`src/rtl/axi_lite_cfg_regs.sv`:
```
// AXI4-Lite configuration register file: NumRegs words with reset values, a
// read-only mask, a hardware load path and registered B/R responses.

package axi_lite_cfg_pkg;
    typedef struct packed {
        logic [31:0] addr;
        logic [2:0]  prot;
    } ax_chan_t;

    typedef struct packed {
        logic [31:0] data;
        logic [3:0]  strb;
    } w_chan_t;

    typedef struct packed {
        logic [1:0] resp;
    } b_chan_t;

    typedef struct packed {
        logic [31:0] data;
        logic [1:0]  resp;
    } r_chan_t;

    typedef struct packed {
        ax_chan_t aw;
        logic     aw_valid;
        w_chan_t  w;
        logic     w_valid;
        logic     b_ready;
        ax_chan_t ar;
        logic     ar_valid;
        logic     r_ready;
    } req_t;

    typedef struct packed {
        logic    aw_ready;
        logic    w_ready;
        b_chan_t b;
        logic    b_valid;
        logic    ar_ready;
        r_chan_t r;
        logic    r_valid;
    } resp_t;
endpackage

module axi_lite_cfg_regs #(
    parameter int unsigned                       NumRegs      = 32'd4,
    parameter int unsigned                       AxiAddrWidth = 32'd32,
    parameter int unsigned                       AxiDataWidth = 32'd32,
    parameter logic [NumRegs*AxiDataWidth-1:0]   RegRstVal    = '0,
    parameter logic [NumRegs-1:0]                ReadOnly     = '0,
    parameter type                               req_t        = axi_lite_cfg_pkg::req_t,
    parameter type                               resp_t       = axi_lite_cfg_pkg::resp_t
) (
    input  logic                              clk_i,
    input  logic                              rst_ni,
    input  req_t                              slv_req_i,
    output resp_t                             slv_resp_o,
    input  logic [NumRegs-1:0]                reg_load_i,
    input  logic [NumRegs*AxiDataWidth-1:0]   reg_d_i,
    output logic [NumRegs*AxiDataWidth-1:0]   reg_q_o,
    output logic [NumRegs-1:0]                wr_pulse_o
);

    localparam int unsigned RegIdxWidth = (NumRegs > 1) ? $clog2(NumRegs) : 1;
    localparam int unsigned WordOffset  = $clog2(AxiDataWidth / 8);
    localparam int unsigned StrbWidth   = AxiDataWidth / 8;
    localparam logic [1:0]  RespOkay    = 2'b00;
    localparam logic [1:0]  RespSlvErr  = 2'b10;

    typedef logic [AxiDataWidth-1:0] word_t;

    word_t                  regs_q [NumRegs];
    word_t                  regs_d [NumRegs];
    logic                   b_valid_q, b_valid_d;
    logic [1:0]             b_resp_q, b_resp_d;
    logic                   r_valid_q, r_valid_d;
    logic [1:0]             r_resp_q, r_resp_d;
    word_t                  r_data_q, r_data_d;
    logic [NumRegs-1:0]     wr_pulse_q, wr_pulse_d;

    logic [RegIdxWidth-1:0] wr_idx, rd_idx;
    logic                   wr_in_range, wr_ro, wr_ok, wr_acc;
    logic                   rd_in_range, ar_ready, rd_acc;
    word_t                  rd_data;

    // The whole word address must be below NumRegs; this also rejects any
    // set bit above the index field.
    function automatic logic in_range(input logic [AxiAddrWidth-1:0] addr);
        return (addr >> WordOffset) < AxiAddrWidth'(NumRegs);
    endfunction

    always_comb begin
        wr_idx      = slv_req_i.aw.addr[WordOffset +: RegIdxWidth];
        wr_in_range = in_range(slv_req_i.aw.addr);
        wr_ro       = 1'b0;
        for (int k = 0; k < NumRegs; k++) begin
            if (wr_idx == RegIdxWidth'(k)) wr_ro = ReadOnly[k];
        end
        wr_ok  = wr_in_range && !wr_ro;
        wr_acc = rst_ni && slv_req_i.aw_valid && slv_req_i.w_valid
                 && (!b_valid_q || slv_req_i.b_ready);

        b_valid_d  = b_valid_q;
        b_resp_d   = b_resp_q;
        wr_pulse_d = '0;
        if (wr_acc) begin
            b_valid_d = 1'b1;
            b_resp_d  = wr_ok ? RespOkay : RespSlvErr;
        end else if (slv_req_i.b_ready) begin
            b_valid_d = 1'b0;
        end

        // Load first, then strobed AXI bytes override it.
        for (int k = 0; k < NumRegs; k++) begin
            regs_d[k] = regs_q[k];
            if (reg_load_i[k]) regs_d[k] = reg_d_i[k*AxiDataWidth +: AxiDataWidth];
            if (wr_acc && wr_ok && (wr_idx == RegIdxWidth'(k))) begin
                wr_pulse_d[k] = 1'b1;
                for (int b = 0; b < StrbWidth; b++) begin
                    if (slv_req_i.w.strb[b]) regs_d[k][8*b +: 8] = slv_req_i.w.data[8*b +: 8];
                end
            end
        end
    end

    always_comb begin
        rd_idx      = slv_req_i.ar.addr[WordOffset +: RegIdxWidth];
        rd_in_range = in_range(slv_req_i.ar.addr);
        ar_ready    = rst_ni && (!r_valid_q || slv_req_i.r_ready);
        rd_acc      = slv_req_i.ar_valid && ar_ready;

        rd_data = '0;
        for (int k = 0; k < NumRegs; k++) begin
            if (rd_in_range && (rd_idx == RegIdxWidth'(k))) rd_data = regs_q[k];
        end

        r_valid_d = r_valid_q;
        r_resp_d  = r_resp_q;
        r_data_d  = r_data_q;
        if (rd_acc) begin
            r_valid_d = 1'b1;
            r_resp_d  = rd_in_range ? RespOkay : RespSlvErr;
            r_data_d  = rd_data;
        end else if (slv_req_i.r_ready) begin
            r_valid_d = 1'b0;
        end
    end

    always_ff @(posedge clk_i or negedge rst_ni) begin
        if (!rst_ni) begin
            for (int k = 0; k < NumRegs; k++) begin
                regs_q[k] <= RegRstVal[k*AxiDataWidth +: AxiDataWidth];
            end
            b_valid_q  <= 1'b0;
            b_resp_q   <= '0;
            r_valid_q  <= 1'b0;
            r_resp_q   <= '0;
            r_data_q   <= '0;
            wr_pulse_q <= '0;
        end else begin
            regs_q     <= regs_d;
            b_valid_q  <= b_valid_d;
            b_resp_q   <= b_resp_d;
            r_valid_q  <= r_valid_d;
            r_resp_q   <= r_resp_d;
            r_data_q   <= r_data_d;
            wr_pulse_q <= wr_pulse_d;
        end
    end

    always_comb begin
        slv_resp_o          = '0;
        slv_resp_o.aw_ready = wr_acc;
        slv_resp_o.w_ready  = wr_acc;
        slv_resp_o.b_valid  = b_valid_q;
        slv_resp_o.b.resp   = b_resp_q;
        slv_resp_o.ar_ready = ar_ready;
        slv_resp_o.r_valid  = r_valid_q;
        slv_resp_o.r.resp   = r_resp_q;
        slv_resp_o.r.data   = r_data_q;
    end

    always_comb begin
        reg_q_o = '0;
        for (int k = 0; k < NumRegs; k++) begin
            reg_q_o[k*AxiDataWidth +: AxiDataWidth] = regs_q[k];
        end
    end

    assign wr_pulse_o = wr_pulse_q;

    logic unused_prot;
    assign unused_prot = ^{slv_req_i.aw.prot, slv_req_i.ar.prot};

`ifndef SYNTHESIS
    param_check: assert property (@(posedge clk_i)
        (AxiDataWidth == 32 || AxiDataWidth == 64) && NumRegs != 0);
    aw_stable: assert property (@(posedge clk_i) disable iff (!rst_ni)
        (slv_req_i.aw_valid && !slv_resp_o.aw_ready) |=> $stable(slv_req_i.aw));
    w_stable: assert property (@(posedge clk_i) disable iff (!rst_ni)
        (slv_req_i.w_valid && !slv_resp_o.w_ready) |=> $stable(slv_req_i.w));
    ar_stable: assert property (@(posedge clk_i) disable iff (!rst_ni)
        (slv_req_i.ar_valid && !slv_resp_o.ar_ready) |=> $stable(slv_req_i.ar));
`endif

endmodule

```
`config.mk`:
```
export PLATFORM = sky130hd
export DESIGN_NAME = axi_lite_cfg_regs
export DESIGN_NICKNAME = d
export VERILOG_FILES = /design/src/rtl/axi_lite_cfg_regs.sv
export SDC_FILE = /design/constraint.sdc
export NUM_CORES = 1
export LEC_CHECK = 0
export ABC_AREA = 1
export BUFFER_PORTS_ARGS = -buffer_cell sky130_fd_sc_hd__buf_4
export CAP_MARGIN = 25
export CORE_MARGIN = 8
export CORE_UTILIZATION = 35
export DETAILED_ROUTE_END_ITERATION = 10
export GPL_ROUTABILITY_DRIVEN = 0
export GPL_TIMING_DRIVEN = 0
export PLACE_DENSITY_LB_ADDON = 0.05
export SKIP_CTS_REPAIR_TIMING = 1
export SYNTH_ARGS = -nofsm -noshare
export SYNTH_HDL_FRONTEND = slang
export SYNTH_SLANG_ARGS = --single-unit
```
`constraint.sdc`:
```
create_clock -name clk_i -period 3.8 [get_ports clk_i]
set_clock_uncertainty 0.1 [all_clocks]
set_input_delay 0.19 -clock clk_i [delete_from_list [all_inputs] [get_ports clk_i]]
set_output_delay 0.19 -clock clk_i [all_outputs]
set_load 0.05 [all_outputs]
```
# Yosys cells after proc, flatten, opt, wreduce, memory -nomap -nowiden
# Index checks and enable logic that the tools add are counted.
# W data, S select, Z words.
[totals]
inputBits = 245
reg_bits = 170
ramBits = 0
latch_bits = 0
mem_count = 0
out_inout_bits = 173
elab_cells = 78
rom_bits = 0
[op_classes]
div_mod_pow = 0
shift = 0
n_reduce_logical = 22
magnitude_cmp = 2
multipliers = 0
n_addsub = 0
bitwise_logic = 0
mux = 38
n_eq_ne = 6
[op_table]
columns = ["op", "n"]
rows = [
  ["$mux W32", 12],
  ["$mux W8", 16],
  ["$lt A30 B3 Y1 const B", 2],
  ["$logic_and A1 B1 Y1", 14],
  ["$eq A2 B2 Y1 const B", 4],
  ["$mux W1", 8],
  ["$eq A2 B1 Y1 const B", 2],
  ["$logic_not A2 Y1", 2],
  ["$mux W2", 2],
  ["$reduce_bool A2 Y1", 2],
  ["$logic_not A1 Y1", 2],
  ["$logic_or A1 B1 Y1", 2],
]

# Longest topological paths before layout
# Gate-level depths: netlist (run 1).
[logic_depth]
ltp_word = 6
mapped_depth = 11
depth_no_buf = 9

# Least setup slack after synthesis (run 1)
# Ideal clock, no wire load.
[synth_path]
path_kind = "reg-to-output"
from = "reg b_valid_q"
to = "out slv_resp_o[39] (netlist name)"
required_ps = 3510
slack_ps = 2168
t_arrival_ps = 1342
path_stages_with_launch = 6
n_path_buf = 2
path_cell_list = "dfrtp_1 inv_1 nor2_1 nor2_1 clkbuf_1 buf_4"
[synth_lines]
columns = ["element", "line", "source"]
rows = [
  ["from (decl)", "75", "logic b_valid_q, b_valid_d;"],
  ["from (signal assigned)", "163", "b_valid_q <= b_valid_d;"],
  ["to (decl)", "58", "output resp_t slv_resp_o,"],
]

==> results of run 1 <==
registers in the layout, summed over array words and instances, names as in the netlist:
name	flops
b_resp_q	1
b_valid_q	1
r_data_q	32
r_resp_q	1
r_valid_q	1
reg_q_o	128
wr_pulse_o	4
layout by cell type (no fill, tap or decap), drive strengths merged:
master	n
nand2	774
buf	465
dfrtp	168
nand4	164
inv	156
o21ai	137
nand3	134
clkbuf	88
nor2	46
dlygate4sd3	28
clkinv	5
diode	2
conb	2
nor4	2
o21a	1
and2	1
nor3	1
clkinvlp	1
per-stage QoR:
stage / hold WS [ns] / power [uW] / instances / utilization [%]
floorplan: -0.2056 / 2934 / 1714 / -
global placement: 0.2796 / 3623 / 2507 / 47.02
detailed placement: 0.1432 / 3639 / 2508 / 47.14
CTS: -0.3266 / 5373 / 2540 / 48.97
global route: 0.0007412 / 5599 / 2571 / 49.99
finish: -0.03346 / 5402 / 2571 / 49.99
synth_stat cells:
library cell / count
inv_1: 149
nand3_1: 134
buf_2: 41
o21ai_0: 137
nand2_1: 774
buf_1: 4
nor2_1: 45
conb_1: 1
nor3_1: 1
and2_0: 1
clkbuf_1: 69
nand4_1: 164
dfrtp_1: 168
buf_6: 10
nor2_2: 1
nor4_2: 1
nor4_1: 1
o21a_1: 1
buf_4: 11
critical path: stages:
cell,delay [ns]
dlygate4sd3_1,0.56
buf_8,0.14
buf_16,0.34
nand3_1,0.15
nor2_1,0.66
clkbuf_1,0.65
buf_4,0.22
buf_4,0.19
worst min-delay path by stage:
stage                        from                       end
floorplan                  rst_ni   b_resp_q[1]$_DFFE_PN0P_
global placement    slv_req_i[37]     b_valid_q$_DFFE_PN0P_
CTS                        rst_ni  r_data_q[26]$_DFFE_PN0P_
finish                reg_d_i[97]     reg_q_o[97]$_DFF_PN0_
detailed placement         rst_ni  r_data_q[26]$_DFFE_PN0P_
global route           reg_d_i[3]      reg_q_o[3]$_DFF_PN0_
cells by family (layout without fill, tap and decap cells):
| logic type | Yosys count | in the layout | share of synthesized area, % |
|---|---|---|---|
| AO/OA/AOI/OAI | 138 | 138 | 6.335 |
| buffers and inverters | 284 | 743 | 11.28 |
| flip-flops | 168 | 168 | 38.42 |
| other | 1 | 4 | 0.03427 |
| AND/OR/NAND/NOR | 1122 | 1122 | 43.93 |
cell type report:
| type | instances | area [um2] | area share, % |
|---|---|---|---|
| repair buffers | 427 | 3323 | 21.67 |
| diodes | 2 | 5.005 | 0.03264 |
| clock buffers | 19 | 452.9 | 2.954 |
| multi-input cells | 1262 | 5508 | 35.92 |
| inverters | 149 | 559.3 | 3.648 |
| clock inverters | 13 | 110.1 | 0.7181 |
| plain buffers | 135 | 674.4 | 4.399 |
| well taps | 396 | 495.5 | 3.232 |
| flip-flops and latches | 168 | 4204 | 27.42 |
layer usage:
| metal | GRT usage [%] | vias to the layer above |
|---|---|---|
| met5 | 0 | - |
| met4 | 12.28 | 2 |
| met3 | 6.740 | 107 |
| met2 | 46.90 | 765 |
| met1 | 38.49 | 6452 |
| li1 | - | 6411 |
power breakdown:
part	switching [uW]	internal, uW	leakage, uW
logic	1090	508	0.00613
clock network	860	895	0.000279
registers	133	1910	0.00211
==> metrics.txt, run 1 <==
Die Span Y 192.8 um; crit path time final approximately 3.5 ns; Slew HR between 40 and 50%; CTS buffer count 17; reg2reg end wr_pulse_o[0]$_DFF_PN0_; Worst Hold Class input pin to flop; drt drc 0; cell taking the most area after synthesis dfrtp_1; Fin. Hold Viols 56; top routing layer in use met5; row count 64; Buffers on Ports a little under 400; Worst Hold Depth 5; DRT Pass-1 Iters 6; detailed router's first-iteration violation count 1388; Vias/cell about 5.3; Power Density between 300 and 400 nW/um2; Warnings, synthesis 0; Mapped Area around 11000 um2; Mapped Cells roughly 1.7k; proportion of netlist area held by the largest area contributor 38.42%; first-pass GRT wire length roughly 80 mm; setup_tns 0 ns; grt ovf 0; failing checks negative hold slack; Placed Area 14460 um2; pin count of the biggest net entering global routing slightly below 90; clk sink count roughly 170; Peak VDD IR between 300 and 400 uV; layout cells sized above 1 a little under a quarter; via count about 14k; Starting Density between 30% and 40%; number of library cell types mapped by synthesis 19; worst-margin pin slew ~0.83 ns; FMAX between 0.2 and 0.3 GHz; Total Routing Usage GR just under 30%; die width around 190 um; max_cap viols 0; RSZ-0062 raised after global routing false; Worst R2R Start b_valid_q$_DFFE_PN0P_; final period utilization just over 90%; drt wl/cell between 20 and 25 um; Layout Nets between 2k and 2.5k; status complete, but fails checks; Worst Reg2Reg Path Length in Cells 8; final setup fails 0; crit path from rst_ni; HPWL Detailed between 40 and 50 mm; Worst Path Max Fanout 87; DR WL met2 about 26 mm; fill cell count around 3.2k; Finished Cell Area approximately 15000 um2; Worst Path Arrival around 3.2 ns; Place WS about 0.37 ns; #FFs+latches synth approximately 170; CTS tree yes; type of origin of the critical path input pin; worst setup slack after layout approximately 0.28 ns; leak pwr ~0.0085 uW; worst skew pair latency 0.43 ns; Core ar. roughly 30000 um2; crit path to slv_resp_o[39]; final hold slack -0.03346 ns; vias in the first global route about 13k; Routed WL roughly 57 mm; met3 routed WL 5.377 mm; Routed Antenna Nets 0; CTS root buf clkbuf_16; Max clock buf depth 2; Seq/Total Area, Yosys about two fifths; CP Capture Type output port; Worst Setup Path Type input pin to output port; Worst R2R Setup Slack about 1.4 ns; clock-pin slew on the worst setup and hold paths 0.08 ns; max-slew violations 0; syn avg cell area about 6.4 um2; P&R area growth vs syn 40.13%; Required @ worst endpoint 3.51 ns; antenna violations before repair 3; htree depth 4; Boundary Pins 418; top cells by area, synth dfrtp_1 (38%), nand2_1 (27%), nand4_1 (9.4%); Post-Route M1 WL roughly 24 mm; die area about 37000 um2
Power figures use the tool's default switching activity.
==> run 2: changes to the inputs <==
- BUFFER_PORTS_ARGS: -buffer_cell sky130_fd_sc_hd__buf_4 -> -buffer_cell sky130_fd_sc_hd__clkbuf_2
==> metrics.txt, run 2 (synthesized netlist as in run 1, its figures left out) <==
Worst Reg2Reg Path Length in Cells 7 (was 8); Buffers on Ports 397 (unchanged); Die Span Y 192.8 um (unchanged); die area 37180 um2 (unchanged); CTS tree yes (unchanged); Power Density 377.7 nW/um2 (was 352.3 nW/um2); final setup fails 0 (unchanged); RSZ-0062 raised after global routing false (unchanged); Vias/cell 5.329 (was 5.343); max_cap viols 0 (unchanged); max-slew violations 0 (unchanged); drt drc 0 (unchanged); CTS root buf clkbuf_16 (unchanged); CP Capture Type output port (unchanged); HPWL Detailed 42.16 mm (was 42.41 mm); Worst R2R Start b_valid_q$_DFFE_PN0P_ (unchanged); drt wl/cell 22.33 um (was 22.22 um); Finished Cell Area 14210 um2 (was 15330 um2); Peak VDD IR 323.0 uV (was 320.4 uV); Max clock buf depth 2 (unchanged); Worst Path Max Fanout 11 (was 87); Layout Nets 2389 (was 2405); crit path to slv_resp_o[40] (was slv_resp_o[39]); crit path time final 3.252 ns (was 3.521 ns); htree depth 4 (unchanged); Worst R2R Setup Slack 1.27 ns (was 1.38 ns); CTS buffer count 17 (unchanged); final hold slack -0.03949 ns (was -0.03346 ns); Routed WL 57.04 mm (was 57.13 mm); crit path from rst_ni (unchanged); most frequent cells in the layout nand2_1 (774), clkbuf_2 (396), dfrtp_1 (168) (was nand2_1 (774), buf_4 (407), dfrtp_1 (168)); via count 13.61k (was 13.74k); Slew HR 34.92% (was 44.42%); type of origin of the critical path input pin (unchanged); Worst Setup Path Type input pin to output port (unchanged); final period utilization 85.57% (was 92.66%); die width 192.8 um (unchanged); max reg flops 128 (unchanged); row count 64 (unchanged); vias in the first global route 13.29k (was 13.32k); pin count of the biggest net entering global routing 89 (was 88); reg2reg end reg_q_o[94]$_DFF_PN0_ (was wr_pulse_o[0]$_DFF_PN0_); Fin. Hold Viols 54 (was 56); Required @ worst endpoint 3.51 ns (about the same); Core ar. 30670 um2 (unchanged); DRT Pass-1 Iters 6 (unchanged); first-pass GRT wire length 82.27 mm (was 82.14 mm); worst-margin pin slew 0.9726 ns (was 0.8306 ns); clk sink count 168 (unchanged); leak pwr 0.008188 uW (was 0.008520 uW); status complete, but fails checks (unchanged); FMAX 0.3075 GHz (was 0.2840 GHz); Placed Area 13460 um2 (was 14460 um2); failing checks negative hold slack (unchanged); total power 5366 uW (was 5402 uW); Routed Antenna Nets 0 (unchanged); detailed router's first-iteration violation count 1373 (was 1388); antenna violations before repair 1 (was 3); P&R area growth vs syn 29.83% (was 40.13%); Total Routing Usage GR 29.74% (was 29.63%); Worst Path Arrival 2.96 ns (was 3.23 ns); Boundary Pins 418 (unchanged); clock-pin slew on the worst setup and hold paths 0.08 ns (about the same); most common cell after layout, fill and taps aside nand2_1 (unchanged); grt ovf 0 (unchanged); Starting Density 35.68% (unchanged); Worst Hold Class input pin to flop (unchanged); worst skew pair latency 0.44 ns (was 0.43 ns); layout cells sized above 1 22.90% (was 22.78%)
run 2: cell count changes in the layout (fill, tap and decap cells not counted), moves of 2 or more:
cell,previous run,this run
clkbuf_2,0,396
dlygate4sd3_1,28,12
bufinv_16,0,2
buf_4,407,11
clkinv_4,3,1
run 2: layout make-up:
| class | count | area (um2) |
|---|---|---|
| timing repair buffer | 411 | 2171 |
| clock inverter | 14 | 162.7 |
| inverter | 149 | 559.3 |
| sequential | 168 | 4204 |
| fill | 3324 | 16460 |
| antenna | 1 | 2.502 |
| tap | 396 | 495.5 |
| buffer | 135 | 674.4 |
| multi-input combinational | 1262 | 5508 |
| clock buffer | 18 | 429.2 |
run 2: worst min path at each step:
| stage | startpoint | end | depth (start not counted) |
|---|---|---|---|
| after global routing | reg_d_i[44] | reg_q_o[44]$_DFF_PN0_ | 5 |
| after CTS | rst_ni | r_data_q[26]$_DFFE_PN0P_ | 1 |
| final | reg_d_i[39] | reg_q_o[39]$_DFF_PN0_ | 5 |
| after global placement | slv_req_i[37] | b_valid_q$_DFFE_PN0P_ | 2 |
| after floorplan | rst_ni | b_resp_q[1]$_DFFE_PN0P_ | 0 |
| after detailed placement | rst_ni | r_data_q[26]$_DFFE_PN0P_ | 1 |
run 2: worst max-delay path, cell delays in order:
cell           delay (ns)
dlygate4sd3_1        0.54
clkbuf_8             0.19
nand3_1              0.11
nor2_1               0.74
clkbuf_1             0.68
buf_4                0.22
clkbuf_2             0.27
run 2: layer usage:
layer  global-route usage, %  vias up  share of wire (%)  wire, um
li1                        -     6379                  -         -
met1                   39.36     6385                 41     23650
met2                   47.65      744                 46     26250
met3                   5.529      102                9.4      5344
met4                   11.13        0                3.2      1799
met5                       0        -                  0         0
run 2: per-stage QoR:
step | util, % | instances | worst slack [ns] | TNS [ns]
floorplan | - | 1714 | 2.168 | 0
global placement | 43.78 | 2507 | -2.498 | -546.19
detailed placement | 43.90 | 2508 | 0.6419 | 0
CTS | 45.83 | 2540 | 0.6464 | 0
global route | 46.31 | 2553 | 0.5220 | 0
finish | 46.32 | 2554 | 0.5482 | 0
run 2: power breakdown:
group	total, uW	leakage, uW	switching (uW)	internal, uW
sequential	2040	0.00211	133	1910
clock	1870	0.000287	883	992
combinational	1450	0.00579	1090	355
total	5370	0.00819	2110	3260
==> run 3: changes to the inputs <==
- clock period: 3.8 -> 3.6 ns (I/O delays scaled with it)
==> metrics.txt, run 3 (synthesized netlist as in run 1, its figures left out) <==
CP Cell Sequence dlygate4sd3_1, clkbuf_8, nand3_1, nor2_1, clkbuf_1, buf_4, clkbuf_2 (unchanged); instance count on the critical path 7 (unchanged); Total Routing Usage GR 29.74% (unchanged); worst-margin pin slew 0.9421 ns (was 0.9726 ns); Fin. Hold Viols 59 (was 54); Routed Antenna Nets 0 (unchanged); combinational share of power 27.2% (was 27.0%); Power Density 395.2 nW/um2 (was 377.7 nW/um2); Finished Cell Area 14380 um2 (was 14210 um2); clock-pin slew on the worst setup and hold paths 0.08 ns (about the same); vias in the first global route 13.29k (unchanged); Worst Path Max Fanout 11 (unchanged); CP bufs+invs 5 (unchanged); DRT Pass-1 Iters 5 (was 6); leak pwr 0.008264 uW (was 0.008188 uW); FMAX about 0.31 GHz; Post-Route M1 WL 23.88 mm (was 23.65 mm); final period utilization between 90 and 100%; Worst Hold Class input pin to flop (unchanged); CP top delay family buffers and inverters (unchanged); clk sink count 168 (unchanged); met3 routed WL 5.093 mm (was 5.344 mm); Hold Startpoint reg_d_i[39] (unchanged); failing checks negative hold slack (unchanged); Layout Nets 2407 (was 2389); crit path time final between 3 and 4 ns; CP max stage delay 0.72 ns (was 0.74 ns); die width 192.8 um (unchanged); Buffers on Ports 397 (unchanged); Die Span Y 192.8 um (unchanged); Peak VDD IR 342.2 uV (was 323.0 uV); max-slew violations 0 (unchanged); CP max stage cell nor2_1 (unchanged); via count 13.68k (was 13.61k); Core ar. 30670 um2 (unchanged); status complete, but fails checks (unchanged); total power 5684 uW (was 5366 uW); Routed WL 57.13 mm (was 57.04 mm); worst skew pair latency 0.44 ns (about the same); Slew HR 36.96% (was 34.92%); CTS tree yes (unchanged); final setup fails 0 (unchanged); Required @ worst endpoint 3.32 ns (was 3.51 ns); layout cells sized above 1 22.71% (was 22.90%); max_cap viols 0 (unchanged); pin count of the biggest net entering global routing 89 (unchanged); Placed Area 13460 um2 (unchanged); Place WS 0.4619 ns (was 0.6419 ns); drt wl/cell 22.22 um (was 22.33 um); setup_tns 0 ns (unchanged); Worst Setup Path Type input pin to output port (unchanged); first-pass GRT wire length 82.27 mm (unchanged); htree depth 4 (unchanged); Worst Reg2Reg Path Length in Cells 7 (unchanged); Worst Path Arrival 2.97 ns (was 2.96 ns); Vias/cell 5.320 (was 5.329); Flop pwr share 38.0% (was 38.1%); worst setup slack after layout 0.3476 ns (was 0.5482 ns); drt drc 0 (unchanged); grt ovf 0 (unchanged); Clock power frac 34.8% (was 34.9%); type of origin of the critical path input pin (unchanged); n_diodes 0 (was 1); final hold slack -0.04911 ns (was -0.03949 ns); CTS root buf clkbuf_16 (unchanged); max reg flops 128 (unchanged); fill cell count 3305 (was 3324); die area 37180 um2 (unchanged); CP Capture Type output port (unchanged); Boundary Pins 418 (unchanged); antenna violations before repair 1 (unchanged); Starting Density 35.68% (unchanged); most frequent cells in the layout nand2_1 (774), clkbuf_2 (396), dfrtp_1 (168) (unchanged); HPWL Detailed 42.16 mm (unchanged); detailed router's first-iteration violation count 1280 (was 1373); Pint 3452 uW (was 3259 uW); top routing layer in use met5 (was met4); RSZ-0062 raised after global routing false (unchanged); most common cell after layout, fill and taps aside nand2_1 (unchanged); Max clock buf depth 2 (unchanged); DR WL met2 26.32 mm (was 26.25 mm); CTS buffer count 17 (unchanged); P_sw 2232 uW (was 2108 uW); P&R area growth vs syn 31.46% (was 29.83%); Worst Hold Depth 5 (unchanged); row count 64 (unchanged); sw frac 39.26% (was 39.27%); crit path from rst_ni (unchanged); Worst R2R Start b_valid_q$_DFFE_PN0P_ (unchanged)
## run 3: cell types whose count changed in the layout (fill, tap and decap cells not counted)
cell | before | now
dlygate4sd3_1 | 12 | 30
diode_2 | 1 | 0
## run 3: cell type report
cell class | count | area [um2] | share of cell area, %
Multi-Input combinational cell | 1262 | 5508 | 38.29
Sequential cell | 168 | 4204 | 29.23
Timing Repair Buffer | 429 | 2351 | 16.34
Buffer | 135 | 674.4 | 4.689
Inverter | 149 | 559.3 | 3.888
Tap cell | 396 | 495.5 | 3.445
Clock buffer | 18 | 429.2 | 2.984
Clock inverter | 14 | 162.7 | 1.131
## run 3: per-layer routing
metal,up-vias,track usage [%]
met5,-,0
met4,2,11.13
met1,6421,39.36
li1,6410,-
met3,102,5.529
met2,743,47.65
## run 3: worst reg2reg max path, stage by stage, from the launching register on
cell and delay [ns]:
dfrtp_1 0.39, inv_1 0.07, nor2_1 0.04, nor2_1 0.72, clkbuf_1 0.47, buf_2 0.40, nand4_1 0.15, nand2_1 0.11
## run 3: power groups by stage
stage	Combinational (uW)	Clock [uW]	Sequential, uW
after floorplan	490	0	2610
after global placement	1480	0	2190
after detailed placement	1500	0	2190
after CTS	1510	1990	2150
after global routing	1660	2060	2170
final	1550	1980	2160
## run 3: final timing paths
path	end	slack (ns)
hold reg to reg	r_data_q[16]$_DFFE_PN0P_	0.38
max in group asynchronous	reg_q_o[11]$_DFF_PN0_	2.67
setup reg to reg	reg_q_o[91]$_DFF_PN0_	1.09
min in group asynchronous	r_data_q[28]$_DFFE_PN0P_	0.29
setup / recovery	slv_resp_o[40]	0.35
hold / removal	reg_q_o[39]$_DFF_PN0_	-0.05
## run 3: through the flow
stage          util, %  hold WS, ns  instances
3_5_place_dp     43.90       0.1977       2508
5_1_grt          46.90    0.0003590       2571
2_1_floorplan        -      -0.2156       1714
6_report         46.90     -0.04911       2571
3_3_place_gp     43.78       0.2764       2507
4_1_cts          45.83      -0.2807       2540
